--- src/rtl/rv32i_types.sv ---
`default_nettype none
// +------------------------------------------------------------------+
// | rv32i_types : shared RV32I pipeline types (control word)          |
// | Revision    : 1.0                                                 |
// +------------------------------------------------------------------+
package rv32i_types;

    typedef struct packed {
        logic [6:0] opcode;
        logic [3:0] aluop;
        logic [2:0] funct3;
        logic       regfile_ld;
        logic       mem_read;
        logic       mem_write;
        logic [1:0] regfile_mux_sel;
    } rv32i_control_word;

endpackage
`default_nettype wire

--- src/rtl/mem_stage.sv ---
`default_nettype none
// +------------------------------------------------------------------+
// | mem_stage : EX/MEM latch, data-memory handshake, load alignment   |
// | Revision  : 1.0                                                   |
// +------------------------------------------------------------------+
module mem_stage
    import rv32i_types::*;
(
    input  logic              clk,
    input  logic              reset,
    input  logic              load,
    input  logic              flush,
    input  logic [31:0]       alu_in,
    input  logic [31:0]       rs2_in,
    input  logic [31:0]       pc_plus4_in,
    input  logic [31:0]       u_imm_in,
    input  logic [31:0]       ir_in,
    input  logic [4:0]        rd_addr_in,
    input  rv32i_control_word control_rom_in,
    input  logic              data_resp,
    input  logic [31:0]       data_rdata,
    output logic              data_read,
    output logic              data_write,
    output logic [3:0]        data_mbe,
    output logic [31:0]       data_addr,
    output logic [31:0]       data_wdata,
    output logic              mem_stall,
    output logic [31:0]       MEM_alu_out,
    output logic [31:0]       pc_plus4_out,
    output logic [31:0]       u_imm_out,
    output logic [31:0]       ir_out,
    output logic [4:0]        rd_addr_out,
    output rv32i_control_word control_rom_out,
    output logic [31:0]       mem_rdata
);

    localparam logic [2:0] c_F3_B  = 3'b000;
    localparam logic [2:0] c_F3_H  = 3'b001;
    localparam logic [2:0] c_F3_W  = 3'b010;
    localparam logic [2:0] c_F3_BU = 3'b100;
    localparam logic [2:0] c_F3_HU = 3'b101;

    typedef enum logic [1:0] {
        S_IDLE = 2'd0,
        S_BUSY = 2'd1,
        S_DONE = 2'd2
    } state_t;

    state_t            r_state;
    state_t            w_state_next;
    logic [31:0]       r_alu;
    logic [31:0]       r_rs2;
    logic [31:0]       r_pc_plus4;
    logic [31:0]       r_u_imm;
    logic [31:0]       r_ir;
    logic [4:0]        r_rd;
    rv32i_control_word r_ctrl;
    logic [31:0]       r_rdata_q;

    logic              w_busy;
    logic              w_resp;
    logic              w_new_mem;
    logic [1:0]        w_off;
    logic [2:0]        w_f3;
    logic [3:0]        w_mbe;
    logic [31:0]       w_raw;
    logic [7:0]        w_byte;
    logic [15:0]       w_half;

    // EX/MEM latch; a flushed slot keeps its data but carries no control
    always_ff @(posedge clk or negedge reset) begin
        if (!reset) begin
            r_alu      <= '0;
            r_rs2      <= '0;
            r_pc_plus4 <= '0;
            r_u_imm    <= '0;
            r_ir       <= '0;
            r_rd       <= '0;
            r_ctrl     <= '0;
        end else if (load) begin
            r_alu      <= alu_in;
            r_rs2      <= rs2_in;
            r_pc_plus4 <= pc_plus4_in;
            r_u_imm    <= u_imm_in;
            r_rd       <= rd_addr_in;
            r_ir       <= flush ? '0 : ir_in;
            r_ctrl     <= flush ? '0 : control_rom_in;
        end
    end

    assign w_busy    = (r_state == S_BUSY);
    assign w_resp    = w_busy & data_resp;
    assign w_new_mem = ~flush & (control_rom_in.mem_read | control_rom_in.mem_write);

    always_ff @(posedge clk or negedge reset) begin
        if (!reset) begin
            r_state <= S_IDLE;
        end else begin
            r_state <= w_state_next;
        end
    end

    // a new instruction latched on the response edge overrides DONE
    always_comb begin
        w_state_next = r_state;
        data_read    = 1'b0;
        data_write   = 1'b0;
        mem_stall    = 1'b0;
        case (r_state)
            S_IDLE, S_DONE: begin
                if (load) begin
                    w_state_next = w_new_mem ? S_BUSY : S_IDLE;
                end
            end
            S_BUSY: begin
                data_read  = r_ctrl.mem_read;
                data_write = r_ctrl.mem_write;
                mem_stall  = ~data_resp;
                if (load) begin
                    w_state_next = w_new_mem ? S_BUSY : S_IDLE;
                end else if (data_resp) begin
                    w_state_next = S_DONE;
                end
            end
            default: w_state_next = S_IDLE;
        endcase
    end

    always_ff @(posedge clk or negedge reset) begin
        if (!reset) begin
            r_rdata_q <= '0;
        end else if (w_resp) begin
            r_rdata_q <= data_rdata;
        end
    end

    assign w_off = r_alu[1:0];
    assign w_f3  = r_ctrl.funct3;

    always_comb begin
        w_mbe      = 4'b0000;
        data_wdata = r_rs2;
        case (w_f3)
            c_F3_B: begin
                w_mbe      = 4'b0001 << w_off;
                data_wdata = {4{r_rs2[7:0]}};
            end
            c_F3_H: begin
                w_mbe      = 4'b0011 << {w_off[1], 1'b0};
                data_wdata = {2{r_rs2[15:0]}};
            end
            c_F3_W: w_mbe = 4'b1111;
            default: w_mbe = 4'b0000;
        endcase
    end

    assign data_mbe  = data_write ? w_mbe : 4'b0000;
    assign data_addr = {r_alu[31:2], 2'b00};

    // response-cycle data is forwarded directly so loads need no extra cycle
    assign w_raw  = w_resp ? data_rdata : r_rdata_q;
    assign w_byte = w_raw[{w_off, 3'b000} +: 8];
    assign w_half = w_raw[{w_off[1], 4'b0000} +: 16];

    always_comb begin
        mem_rdata = w_raw;
        case (w_f3)
            c_F3_B:  mem_rdata = {{24{w_byte[7]}}, w_byte};
            c_F3_BU: mem_rdata = {24'b0, w_byte};
            c_F3_H:  mem_rdata = {{16{w_half[15]}}, w_half};
            c_F3_HU: mem_rdata = {16'b0, w_half};
            default: mem_rdata = w_raw;
        endcase
    end

    assign MEM_alu_out     = r_alu;
    assign pc_plus4_out    = r_pc_plus4;
    assign u_imm_out       = r_u_imm;
    assign ir_out          = r_ir;
    assign rd_addr_out     = r_rd;
    assign control_rom_out = r_ctrl;

endmodule
`default_nettype wire

--- config.mk ---
export PLATFORM = sky130hd
export DESIGN_NAME = mem_stage
export DESIGN_NICKNAME = d
export VERILOG_FILES = /design/src/rtl/rv32i_types.sv /design/src/rtl/mem_stage.sv
export SDC_FILE = /design/constraint.sdc
export NUM_CORES = 1
export LEC_CHECK = 0
export BUFFER_PORTS_ARGS = -buffer_cell sky130_fd_sc_hd__buf_2
export CAP_MARGIN = 0
export CORE_AREA = 2 2 184 186
export CTS_BUF_LIST = sky130_fd_sc_hd__clkbuf_8
export DETAILED_ROUTE_END_ITERATION = 12
export DIE_AREA = 0 0 186 188
export SKIP_LAST_GASP = 1
export SYNTH_ARGS = -nofsm -noshare
export SYNTH_HDL_FRONTEND = slang
export SYNTH_SLANG_ARGS = --single-unit
--- constraint.sdc ---
create_clock -name clk -period 5.07 [get_ports clk]
set_input_delay 1.014 -clock clk [delete_from_list [all_inputs] [get_ports clk]]
set_output_delay 1.014 -clock clk [all_outputs]
set_load 0.02 [all_outputs]
# Word-level counts from Yosys, hierarchy flattened
# Index checks and enable logic that the tools add are counted.
# W data, S select, Z words.
[word_totals]
register_bits = 218
inputBits = 221
out_inout_bits = 255
elab_cells = 51
[classes]
eq_ne = 8
shifts = 4
mux = 15
n_bitwise = 5
reduce_logical = 4
[ops]
columns = ["op", "n"]
rows = [
  ["$pmux W32 S4", 1],
  ["$mux W32", 2],
  ["$pmux W32 S2", 1],
  ["$shiftx A32 B6 Y16", 1],
  ["$shiftx A32 B6 Y8", 1],
  ["$mux W19", 1],
  ["$pmux W4 S3", 1],
  ["$eq A3 B3 Y1 const B", 2],
  ["$mux W2", 3],
  ["$mux W1", 4],
  ["$mux W4", 1],
  ["$pmux W2 S2", 1],
  ["$shl A1 B2 Y4 const A", 1],
  ["$shl A2 B2 Y4 const A", 1],
  ["$eq A3 B1 Y1 const B", 1],
  ["$eq A3 B2 Y1 const B", 1],
  ["$logic_not A3 Y1", 1],
  ["$ne A3 B3 Y1 const B", 1],
  ["$and A1 B1 Y1", 2],
  ["$eq A2 B1 Y1 const B", 1],
  ["$eq A2 B2 Y1 const B", 1],
  ["$logic_not A2 Y1", 1],
  ["$ne A2 B2 Y1 const B", 1],
  ["$not A1 Y1", 2],
  ["3 further kinds", 3],
]

# Depth between registers and ports, before layout
[depth]
depth_word = 5
depth_mapped = 8
mapped_depth_nobuf = 6

# Worst setup path after synthesis
# No wires, ideal clock.
[synth_timing]
path_type = "input-to-output"
from = "in data_resp"
to = "out mem_rdata[3]"
arrival_ns = 2.226
required_ns = 4.056
path_slack_ns = 1.830
cell_stages = 8
cell_sequence = "nand3b_4 buf_6 buf_6 mux2i_1 inv_1 nand2_1 a21o_1 nor3_1"
[synth_between]
elab_chain_cells = 4
[synth_lines]
columns = ["element", "line_no", "text"]
rows = [
  ["start, declared", "mem_stage.sv:20", "input logic data_resp,"],
  ["$and A1 B1 Y1", "mem_stage.sv:92", "assign w_resp = w_busy & data_resp;"],
  ["$mux W32", "n/a", ""],
  ["via w_raw[27]", "mem_stage.sv:66", "logic [31:0] w_raw;"],
  ["$shiftx A32 B6 Y8", "mem_stage.sv:162", "assign w_byte = w_raw[{w_off, 3'b000} +: 8];"],
  ["$pmux W32 S4", "mem_stage.sv:167", "case (w_f3)"],
  ["end, declared", "mem_stage.sv:34", "output logic [31:0] mem_rdata"],
]
# The timed path passes the listed nets, and every way through them passes these cells.

# Worst setup path in the final report
[layout_timing]
from = "reg r_alu[1], in the netlist MEM_alu_out[1]"
to = "out mem_rdata[31]"
[layout_between]
elab_chain_cells = 2
[layout_lines]
columns = ["element", "line_no", "text"]
rows = [
  ["start, declared", "mem_stage.sv:51", "logic [31:0] r_alu;"],
  ["start signal, assigned", "mem_stage.sv:81", "r_alu <= alu_in;"],
  ["$shiftx A32 B6 Y16 / $shiftx A32 B6 Y8 (equally long branches)", "mem_stage.sv:163, mem_stage.sv:162", ""],
  ["$pmux W32 S4 (*)", "mem_stage.sv:167", ""],
]
# Mark *: on every way between the ends. The rest lies on a longest branch, timed or not.

==> out/metrics.sh <==
STATUS='complete, no violations'
FINAL_HOLD_VIOL_COUNT=0
NUMCTSBUFFERS=40
FINAL_COMMON_CELL='buf_2'
R2R_START='r_state[1]'
UTILIZATION=0.391
SYNTH_SEQUENTIAL_AREA_RATIO=0.560
SYNTH_FF_TYPE='dfrtp_1'
TIMING.MAX_CAP.VIOLATIONS=0
DIE_HEIGHT_UM=188
DETAIL_ROUTE.VIAS_PER_CELL=4.45
FINISH.NET_COUNT=1489
GLOBALROUTE.TOTALOVERFLOW=0
LAYOUT.CELLS.MOST_COMMON_LIST='buf_2, dfrtp_1, mux2_2'
CTS-HOLD-FIX-BUFFERS=0
FLOORPLAN.ROWS=67
DRT_FIRST_PASS_ITERS=6
RSZ0062_AT_GRT='no'
GRT_UTIL_ALL_LAYERS=0.163
SYNTH_SEQ_CELLS=218
SLEW_HEADROOM=0.410
PLACEABLECOREAREA_MM2=0.0331
SLOWEST_DELAY_PS=750
CTS.HTREE.LEVELS=2
INITIAL_CELL_DENSITY_OF_THE_CORE=0.294
CLOCKROOTBUFFER='clkbuf_8'
IRDROPWORSTVDD_mV=0.220
TIMING_WORST_SETUP_PATH_TYPE='flip-flop to output port'
PORT_BUFFERS=473
SYNTH_AREA_PER_CELL_UM2=11.7
TOTAL_DIE_AREA_MM2=0.0350
WORSTPATHCELLLIST='buf_4 -> mux2i_1 -> nand2_1 -> o2111ai_1 -> o211a_1 -> o21ai_0 -> buf_2'
AREA_GROWTH_SYN_TO_LAYOUT_PCT=32.9
TOTALNEGATIVESETUPSLACK_PS=0
ASYNC_RESET_FF_FRAC=1.00
SYNTHCELLS=830
CLK-INSERTION-DELAY-LATE_PS=550
CELLLEAKAGEPOWER_nW=6.67
REQUIRED_TIME_WORST_ENDPOINT_PS=4060
WHS_PS=435
POSTROUTEANTENNANETS=0
GRT_PASS1_VIAS=7939
POST-CTS-SETUP-BUFFERS=0
ROUTED_WIRELENGTH_UM=29400
FINALMAXSLEWVIOLATIONS=0
CP_DATA_ARRIVAL_TIME_PS=2860
MAX_CLOCK_FREQ_MHz=258
FILLERINSTANCES=3330
GRT_FIRST_PASS_WIRELENGTH_UM=44500
LAYOUT_MIN_CYCLE_TIME_PS=3880
HOLD_CLASS='primary input to async pin'
IO_PINS=476
SYNTH.DISTINCT_CELLS=39
TIMING.CRITICAL_PATH.TO_TYPE='output port'
CLK_TRANSITION_REPORTED_PATHS_PS=60
WORSTREGTOREGCELLS=4
CTS_TREE='built'
NUMBER_OF_ENABLE_FLIP_FLOP_CELLS_AFTER_SYNTHESIS=0
YS.WARNINGS.COUNT=0
TOTAL_POWER_CONSUMPTION_OF_THE_ROUTED_DESIGN_mW=4.90
ROUTED_WIRE_LENGTH_PER_INSTANCE_UM=16.9
FINAL_MIN_PERIOD_OVER_CLOCK_PERIOD=0.765
TIMING.FINAL.SETUP_VIOLATIONS=0
CLOCK-SKEW-FINAL_PS=24.5
DRT_ITER0_DRC=341
CTSRESIZECOUNT=0
PATH_DELAY_FAMILY='compound AO/OA/AOI/OAI gates'
CTSLONGESTPATHBUFFERS=3
POST-DP-HPWL_UM=21700
CTS.SINKS=218
TIMING.CRITICAL_PATH.BUF_INV=2
HIGHEST_FANOUT_SEEN_ON_THE_CRITICAL_PATH=17
SETUP.WORST_PATH.START_CLASS='flip-flop'
MAX_SLEW.WORST_PIN.SLEW_PS=883
DRT_DRC_VIOLATIONS_LEFT=0
CRIT_SLOWEST_CELL='dfrtp_1'
GPL.FINAL_WEIGHTED_CONGESTION=0.816
REGTOREGSETUPSLACK_PS=3290
CELLPOWERDENSITY_mW_PER_MM2=379
ROUTED-VIA-COUNT=7732
FP.DIEW_UM=186
ANTENNA-DIODE-COUNT=0
SYNTHESIS.AREA_MM2=0.00973
SHARE_OF_CELLS_ABOVE_DRIVE_STRENGTH_1=0.541
ANTENNA_FOUND_INITIAL=2
GRT_MAX_DEGREE=140
RR_ENDPOINT='r_rdata_q[22]'
[report_power, final]
| group | internal (mW) | switching (mW) |
|---|---|---|
| Combinational | 0.504 | 0.822 |
| Sequential | 1.95 | 0.114 |
| Clock | 0.782 | 0.724 |
[metrics by stage]
step | area [um2] | setup WS (ps) | std cells
after floorplan | 9740 | 1830 | 831
after global placement | 12200 | 1260 | 1674
after detailed placement | 12200 | 1170 | 1674
after CTS | 12900 | 1170 | 1738
after global routing | 12900 | 1040 | 1738
final | 12900 | 1190 | 1738
[worst max-delay path by stage]
stage / from / end / cells after the start
floorplan: data_resp / mem_rdata[3] / 8
global placement: data_resp / mem_rdata[6] / 8
detailed placement: data_resp / mem_rdata[6] / 8
CTS: MEM_alu_out[1] / mem_rdata[31] / 7
global route: MEM_alu_out[1] / mem_rdata[28] / 7
finish: MEM_alu_out[1] / mem_rdata[31] / 7
[Yosys cell counts (3+ instances only)]
cell type / count / area [um2]
mux2i_1: 34 / 340
o21ai_1: 3 / 15.0
a21oi_1: 25 / 125
nor2b_1: 7 / 43.8
o21ai_0: 72 / 360
nor3_1: 5 / 25.0
nor2_1: 25 / 93.8
buf_1: 6 / 22.5
buf_4: 42 / 315
buf_6: 5 / 56.3
buf_2: 13 / 65.1
nand2_1: 85 / 319
o211ai_1: 5 / 37.5
mux2_4: 3 / 45.0
a22oi_1: 3 / 22.5
mux2_2: 160 / 1800
dfrtp_1: 218 / 5460
o32ai_1: 3 / 26.3
o22ai_1: 3 / 18.8
clkbuf_1: 21 / 78.8
inv_1: 70 / 263
[worst register-to-register path, stage by stage (launching register included)]
cell,delay (ps)
dfrtp_1,410
nand3b_4,440
buf_4,370
mux2i_1,380
inv_1,80
[layout make-up]
type / instances / area [um2] / share of cell area
Sequential cell: 218 / 5460 / 0.422
Multi-Input combinational cell: 456 / 3490 / 0.270
Timing Repair Buffer: 482 / 2480 / 0.191
Tap cell: 448 / 561 / 0.0433
Clock buffer: 40 / 551 / 0.0426
Inverter: 70 / 263 / 0.0203
Clock inverter: 24 / 135 / 0.0104
[metal layers]
layer	GRT usage	up-vias	routed length, um
met4	0.0518	4	691
met3	0.0575	51	2740
met1	0.188	3696	11500
met2	0.282	359	14400
met5	0	-	27
li1	-	3622	-
[state kept, by name (all words and copies together) (netlist names)]
signal	flops
control_rom_out	16
MEM_alu_out	32
pc_plus4_out	32
r_state	2
ir_out	32
w_f3	3
rd_addr_out	5
r_rdata_q	32
r_rs2	32
u_imm_out	32
[kinds of logic (layout without fill, tap and decap cells)]
logic type             count (synthesis)  in the layout  share of synthesized area
flip-flops                           218            218                      0.560
multiplexers                         198            198                      0.227
buffers and inverters                157            616                     0.0823
AND/OR/NAND/NOR                      131            131                     0.0578
AO/OA/AOI/OAI                        125            125                     0.0720
other                                  1              2                   0.000385
Note: power is estimated with default switching activity, not from simulation.
